## config.mk

```make
export PLATFORM = sky130hd
export DESIGN_NAME = seg_display_mux
export DESIGN_NICKNAME = d
export VERILOG_FILES = /design/src/rtl/seg_display_pkg.sv /design/src/rtl/bin2bcd_seq.sv /design/src/rtl/seg_display_mux.sv
export SDC_FILE = /design/constraint.sdc
export NUM_CORES = 1
export LEC_CHECK = 0
export CAP_MARGIN = 20
export CORE_ASPECT_RATIO = 1.4
export CORE_MARGIN = 1.5
export CORE_UTILIZATION = 30
export DETAILED_ROUTE_END_ITERATION = 10
export PLACE_DENSITY = 0.57
export RECOVER_POWER = 100
export SLEW_MARGIN = 20
export SYNTH_ARGS = -nofsm -noshare
export SYNTH_HDL_FRONTEND = slang
export SYNTH_SLANG_ARGS = --single-unit
export TNS_END_PERCENT = 5
```

## constraint.sdc

```tcl
create_clock -name clk -period 3.24 [get_ports clk]
set_input_delay 0.648 -clock clk [delete_from_list [all_inputs] [get_ports clk]]
set_output_delay 0.648 -clock clk [all_outputs]
set_load 0.005 [all_outputs]
```

## src/rtl/seg_display_pkg.sv

```systemverilog
// seg_display_pkg: mode codes, symbol codes, segment patterns and symbol decode for seg_display_mux
package seg_display_pkg;
  localparam logic [1:0] MODE_SYMBOL = 2'd0;
  localparam logic [1:0] MODE_NUMERIC = 2'd1;
  localparam logic [1:0] MODE_OFF = 2'd2;
  localparam logic [31:0] SYM_UP = 32'd10;
  localparam logic [31:0] SYM_DOWN = 32'd11;
  localparam logic [31:0] SYM_LEFT = 32'd12;
  localparam logic [31:0] SYM_RIGHT = 32'd13;
  localparam logic [31:0] SYM_UP_DOWN = 32'd14;
  localparam logic [31:0] SYM_UP_LEFT = 32'd15;
  localparam logic [31:0] SYM_UP_RIGHT = 32'd16;
  localparam logic [31:0] SYM_DOWN_LEFT = 32'd17;
  localparam logic [31:0] SYM_DOWN_RIGHT = 32'd18;
  localparam logic [31:0] SYM_LEFT_RIGHT = 32'd19;
  localparam logic [31:0] SYM_NONE = 32'd20;
  localparam logic [6:0] SEG_UP = 7'b1111110;
  localparam logic [6:0] SEG_DOWN = 7'b1110111;
  localparam logic [6:0] SEG_LEFT = 7'b1001111;
  localparam logic [6:0] SEG_RIGHT = 7'b1111001;
  localparam logic [6:0] SEG_DASH = 7'b0111111;
  localparam logic [6:0] SEG_BLANK = 7'h7F;
  typedef enum logic [1:0] {ST_IDLE, ST_SHIFT, ST_DONE} conv_state_e;
  function automatic logic [6:0] sym2seg(input logic [31:0] c);
    case (c)
      32'd0: return 7'b1000000;
      32'd1: return 7'b1111001;
      32'd2: return 7'b0100100;
      32'd3: return 7'b0110000;
      32'd4: return 7'b0011001;
      32'd5: return 7'b0010010;
      32'd6: return 7'b0000010;
      32'd7: return 7'b1111000;
      32'd8: return 7'b0000000;
      32'd9: return 7'b0011000;
      SYM_UP: return SEG_UP;
      SYM_DOWN: return SEG_DOWN;
      SYM_LEFT: return SEG_LEFT;
      SYM_RIGHT: return SEG_RIGHT;
      SYM_UP_DOWN: return SEG_UP & SEG_DOWN;
      SYM_UP_LEFT: return SEG_UP & SEG_LEFT;
      SYM_UP_RIGHT: return SEG_UP & SEG_RIGHT;
      SYM_DOWN_LEFT: return SEG_DOWN & SEG_LEFT;
      SYM_DOWN_RIGHT: return SEG_DOWN & SEG_RIGHT;
      SYM_LEFT_RIGHT: return SEG_LEFT & SEG_RIGHT;
      default: return SEG_BLANK;
    endcase
  endfunction
endpackage

```

## src/rtl/bin2bcd_seq.sv

```systemverilog
// bin2bcd_seq: sequential double-dabble converter, one add-3/shift per cycle, result valid while done
module bin2bcd_seq
  import seg_display_pkg::*;
#(
  parameter int VALUE_BITS = 14,
  parameter int NUM_DIGITS = 4
) (
  input  logic                      clk,
  input  logic                      rst,
  input  logic                      start,
  input  logic [VALUE_BITS-1:0]     bin,
  output logic                      busy,
  output logic                      done,
  output logic [4*NUM_DIGITS-1:0]   bcd,
  output logic                      overflow
);
  localparam int CW = $clog2(VALUE_BITS);
  conv_state_e state_q, state_d;
  logic [VALUE_BITS-1:0] sh_q, sh_d;
  logic [4*NUM_DIGITS-1:0] bcd_q, bcd_d, adj;
  logic [CW-1:0] cnt_q, cnt_d;
  logic ovf_q, ovf_d, carry;
  always_ff @(posedge clk) begin
    if (rst) begin
      state_q <= ST_IDLE;
      sh_q <= '0;
      bcd_q <= '0;
      cnt_q <= '0;
      ovf_q <= 1'b0;
    end else begin
      state_q <= state_d;
      sh_q <= sh_d;
      bcd_q <= bcd_d;
      cnt_q <= cnt_d;
      ovf_q <= ovf_d;
    end
  end
  // a one shifted out of the top digit means the value needs more digits than we have
  always_comb begin
    adj = bcd_q;
    for (int i = 0; i < NUM_DIGITS; i++)
      adj[4*i +: 4] = bcd_q[4*i +: 4] > 4'd4 ? bcd_q[4*i +: 4] + 4'd3 : bcd_q[4*i +: 4];
    state_d = state_q;
    sh_d = sh_q;
    bcd_d = bcd_q;
    cnt_d = cnt_q;
    ovf_d = ovf_q;
    carry = 1'b0;
    case (state_q)
      ST_IDLE: if (start) begin
        state_d = ST_SHIFT;
        sh_d = bin;
        bcd_d = '0;
        cnt_d = '0;
        ovf_d = 1'b0;
      end
      ST_SHIFT: begin
        {carry, bcd_d} = {adj, sh_q[VALUE_BITS-1]};
        ovf_d = ovf_q | carry;
        sh_d = sh_q << 1;
        cnt_d = cnt_q + 1'b1;
        state_d = cnt_q == CW'(VALUE_BITS-1) ? ST_DONE : ST_SHIFT;
      end
      default: state_d = ST_IDLE;
    endcase
  end
  assign busy = state_q != ST_IDLE;
  assign done = state_q == ST_DONE;
  assign bcd = bcd_q;
  assign overflow = ovf_q;
endmodule

```

## src/rtl/seg_display_mux.sv

```systemverilog
// seg_display_mux: multiplexed common-anode 7-segment driver with beat-latched symbols and BCD numeric display
module seg_display_mux
  import seg_display_pkg::*;
#(
  parameter int NUM_DIGITS = 4,
  parameter int VALUE_BITS = 14,
  parameter int SYMBOL_BITS = 5,
  parameter int REFRESH_DIV = 16,
  parameter int BLANK_LEADING = 1
) (
  input  logic                              clk,
  input  logic                              rst,
  input  logic                              metronome_clk,
  input  logic [1:0]                        mode,
  input  logic [NUM_DIGITS*SYMBOL_BITS-1:0] symbols,
  input  logic [VALUE_BITS-1:0]             value,
  input  logic                              value_load,
  output logic                              busy,
  output logic                              overflow,
  output logic [6:0]                        seg,
  output logic [NUM_DIGITS-1:0]             an
);
  localparam int RW = $clog2(REFRESH_DIV);
  localparam int IW = $clog2(NUM_DIGITS);
  logic [2:0] sync_q;
  logic beat, done, ovf_w, ovf_q, lz;
  logic [NUM_DIGITS*SYMBOL_BITS-1:0] sym_q;
  logic [4*NUM_DIGITS-1:0] bcd_w, bcd_q;
  logic [RW-1:0] ref_q, ref_d;
  logic [IW-1:0] idx_q, idx_d;
  logic [6:0] seg_q, seg_d;
  logic [NUM_DIGITS-1:0] an_q, an_d;
  logic [3:0] dig;
  bin2bcd_seq #(.VALUE_BITS(VALUE_BITS), .NUM_DIGITS(NUM_DIGITS)) u_conv (
    .clk(clk), .rst(rst), .start(value_load), .bin(value),
    .busy(busy), .done(done), .bcd(bcd_w), .overflow(ovf_w)
  );
  assign beat = sync_q[1] & ~sync_q[2];
  always_comb begin
    ref_d = ref_q == RW'(REFRESH_DIV-1) ? '0 : ref_q + 1'b1;
    idx_d = ref_q != RW'(REFRESH_DIV-1) ? idx_q : idx_q == IW'(NUM_DIGITS-1) ? '0 : idx_q + 1'b1;
    dig = bcd_q[4*idx_q +: 4];
    lz = BLANK_LEADING != 0 && idx_q != '0 && (bcd_q >> {idx_q, 2'b00}) == '0;
    seg_d = mode == MODE_SYMBOL ? sym2seg(32'(sym_q[idx_q*SYMBOL_BITS +: SYMBOL_BITS])) :
            mode == MODE_NUMERIC ? (ovf_q ? SEG_DASH : lz ? SEG_BLANK : sym2seg(32'(dig))) : SEG_BLANK;
    an_d = mode[1] ? '1 : ~(NUM_DIGITS'(1) << idx_q);
  end
  always_ff @(posedge clk) begin
    if (rst) begin
      sync_q <= '0;
      sym_q <= {NUM_DIGITS{SYMBOL_BITS'(SYM_NONE)}};
      bcd_q <= '0;
      ovf_q <= 1'b0;
      ref_q <= '0;
      idx_q <= '0;
      seg_q <= SEG_BLANK;
      an_q <= '1;
    end else begin
      sync_q <= {sync_q[1:0], metronome_clk};
      if (beat && mode == MODE_SYMBOL) sym_q <= symbols;
      if (done) begin
        bcd_q <= bcd_w;
        ovf_q <= ovf_w;
      end
      ref_q <= ref_d;
      idx_q <= idx_d;
      seg_q <= seg_d;
      an_q <= an_d;
    end
  end
  assign overflow = ovf_q;
  assign seg = seg_q;
  assign an = an_q;
endmodule

```

==> run_results.csv <==
group,metric,value,unit
floorplan,die_h,152,µm
finish,multi_input_area,2610,µm²
grt,grt_use_met3,3.72,%
yosys,ys_warn_count,0,
grt,grt.busiest_layer,"met2",
grt,antenna_found_initial,0,
finish,final_cell_mix,"116 x nand2_1, 94 x dfxtp_1, 76 x a21oi_1",
yosys,synth_seq_cells,94,
worst_setup_path,crit_top_cell,"inv_1",
worst_setup_path,rr_startpoint,"idx_q[0]$_SDFFE_PP0P_",
sta,rsz0062_at_grt,"no",
sta,finalClockSkew,0.00740,ns
floorplan,die_width,109,µm
placement,placed_area,5470,µm²
clock_network,clockBufferDepth,2,
hold_path,hold_path_depth,2,
yosys,ys_seq_area_share,39.8,%
placement,dp_hpwl,8340,µm
grt,grt-ovfl-total,0,
finish,postLayoutCellArea,5740,µm²
sta,fin_crit_sh,82.7,%
sta,timing.final.crit_period,2.68,ns
sta,tightestPinTransition,1.18,ns
power_and_ir_drop,p_leak,2.03,nW
route,wl,11300,µm
floorplan,ios,53,
worst_setup_path,start_kind,"register",
grt,grt_pass1_wl,19200,µm
hold_path,min_to,"sym_q[18]$_SDFFE_PP0P_",
hold_path,worstHoldStart,"sym_q[18]$_SDFFE_PP0P_",
floorplan,rows,54,
power_and_ir_drop,irDropWorstVdd,0.000252,V
finish,syn_to_final_growth,21.4,%
finish,num_antenna_cells,0,
grt,grt_pass1_vias,4066,
sta,slew_headroom,21.2,%
clock_network,cts_buffers,9,
grt,use_met2,25.7,%
worst_setup_path,ff2ff_setup_slack,0.56,ns
yosys,ys_async_sr_fraction,0,%
floorplan,design.die.area,16600,µm²
yosys,synth_edf_count,0,
finish,post-route-util,37.0,%
job,cap_violations,0,
grt,grt_max_degree,42,
sta,hold_violations,0,
yosys,syn_nets,654,
yosys,syn-cell-area,4730,µm²
sta,fin_setup_tns,0,ns
yosys,avgSynthCellArea,8.01,µm²
clock_network,cts-root-buf,"clkbuf_16",
clock_network,cts_resized,0,
clock_network,cts.sinks,94,
worst_setup_path,critPathCaptureType,"register",
clock_network,cts_tree,"built",
yosys,ys_types,49,
finish,nNetsFinal,698,
sta,setup_viol,0,
route,drc,0,
clock_network,h-tree-depth,3,
worst_setup_path,cp_top_family,"compound AO/OA/AOI/OAI gates",
floorplan,core,15500,µm²
grt,grtUsageMet1,17.0,%
floorplan,initial_core_util,30.5,%
worst_setup_path,crit_fanout,11,
route,drtIter0Drc,264,
finish,drive_gt1_share,7.50,%
worst_setup_path,slowest_stage,"dfxtp_1",
worst_setup_path,required,3.43,ns
worst_setup_path,cpPeakStageDelay,0.72,ns
worst_setup_path,worstSetupPathType,"register to register",
route,viasPerCell,4.99,
worst_setup_path,path_cells,"mux4_2 > inv_1 > ha_1 > nor4b_1 > o21ai_0 > inv_1 > a211oi_1 > a22oi_1",
placement,gp_congestion,0.857,
yosys,postSynthCellCount,591,
route,wire_per_inst,13.6,µm
outcome,outcome,"finished clean",
finish,nFillCells,1618,
worst_setup_path,r2r_cells,8,
clock_network,clock_latency,0.35,ns
finish,layout.area.seq,1880,µm²
route,detail-route-antenna-nets,0,
finish,final_common_cell,"nand2_1",
grt,grt.total_usage,14.8,%
sta,fmaxAchievable,0.373,GHz
sta,drv_slew,0,
placement,port_buffers,52,
route,dr.pass1.iters,4,
yosys,synthFlopType,"dfxtp_1",
clock_network,clkTransAtPathRegs,0.07,ns
worst_setup_path,worst_ep_arrival_time,2.87,ns
worst_setup_path,r2r-end,"seg[3]$_SDFF_PP1_",
clock_network,postCtsSetupBuffers,0,
worst_setup_path,crit_buf_inv,2,
hold_path,hold_class,"register to register",
power_and_ir_drop,p_per_area,419,nW/µm²
clock_network,cts_hold_buf,0,
route,num_vias,4174,
power breakdown:
part	switching (W)	internal (W)	leakage, nW
sequential	0.0000177	0.00118	0.763
clock	0.000484	0.000555	0.135
combinational	0.0000832	0.0000887	1.13
per-layer routing:
metal  vias to the layer above  share of wire [%]  wire, µm
met5                         -                  0         0
met4                         0                2.4       269
met3                        20                3.7       415
met2                        74                 51      5760
met1                      1958                 43      4890
li1                       2122                  -         -
sequential cells by signal (all words and copies together) (netlist names):
name and cells:
an 4, bcd_q 16, ref_q 4, idx_q 2, seg 7, overflow 1
u_conv.state_q 2, u_conv.overflow 1, u_conv.cnt_q 4, u_conv.bcd 16, u_conv.sh_q 14, sync_q 3
sym_q 20
how the worst max path moves through the flow:
stage | start | to | depth (start not counted)
floorplan | idx_q[0]$_SDFFE_PP0P_ | seg[5]$_SDFF_PP1_ | 7
global placement | idx_q[0]$_SDFFE_PP0P_ | seg[0]$_SDFF_PP1_ | 8
detailed placement | idx_q[0]$_SDFFE_PP0P_ | seg[3]$_SDFF_PP1_ | 8
CTS | idx_q[0]$_SDFFE_PP0P_ | seg[3]$_SDFF_PP1_ | 8
global route | idx_q[0]$_SDFFE_PP0P_ | seg[3]$_SDFF_PP1_ | 8
finish | idx_q[0]$_SDFFE_PP0P_ | seg[3]$_SDFF_PP1_ | 8
metrics by stage:
step	hold WS (ns)	setup slack, ns	power (W)	instances
3_5_place_dp	0.451	0.508	0.00140	820
5_1_grt	0.485	0.264	0.00251	836
4_1_cts	0.460	0.506	0.00244	836
3_3_place_gp	0.447	0.590	0.00140	820
2_1_floorplan	0.414	0.987	0.00131	591
6_report	0.454	0.560	0.00241	836
cell families (layout without fill, tap and decap cells):
kind of cell	after synthesis	count (layout)	share of synthesized area (%)
AND/OR/NAND/NOR	230	230	22.1
AO/OA/AOI/OAI	154	154	18.4
flip-flops	94	94	39.8
buffers and inverters	63	112	5.34
adder cells (fa/ha/maj)	23	23	6.08
multiplexers	21	21	7.19
XOR/XNOR	6	6	1.11
Yosys cell counts, types with 8 or more instances:
cell type  count  area share, %
a21oi_1       76            8.0
clkbuf_1      25            2.0
dfxtp_1       94             40
ha_1          23            6.1
inv_1         29            2.3
mux4_2        10            4.8
nand2_1      116            9.2
nand3b_1       8            1.3
nor2_1        39            3.1
nor2b_1       20            2.6
nor3_1        17            1.8
o21ai_0       47            5.0
tightest hold or removal path: stages, from the launching register on:
cell	delay [ns]
dfxtp_1	0.31
nand2_1	0.05
a21oi_1	0.05
layout make-up:
| cell class | count | share of cell area, % |
|---|---|---|
| well taps | 196 | 4.27 |
| clock inverters | 6 | 0.937 |
| inverters | 30 | 1.96 |
| multi-input cells | 434 | 45.4 |
| flip-flops and latches | 94 | 32.8 |
| repair buffers | 66 | 10.5 |
| clock buffers | 10 | 4.16 |
(Power assumes the default switching activity.)
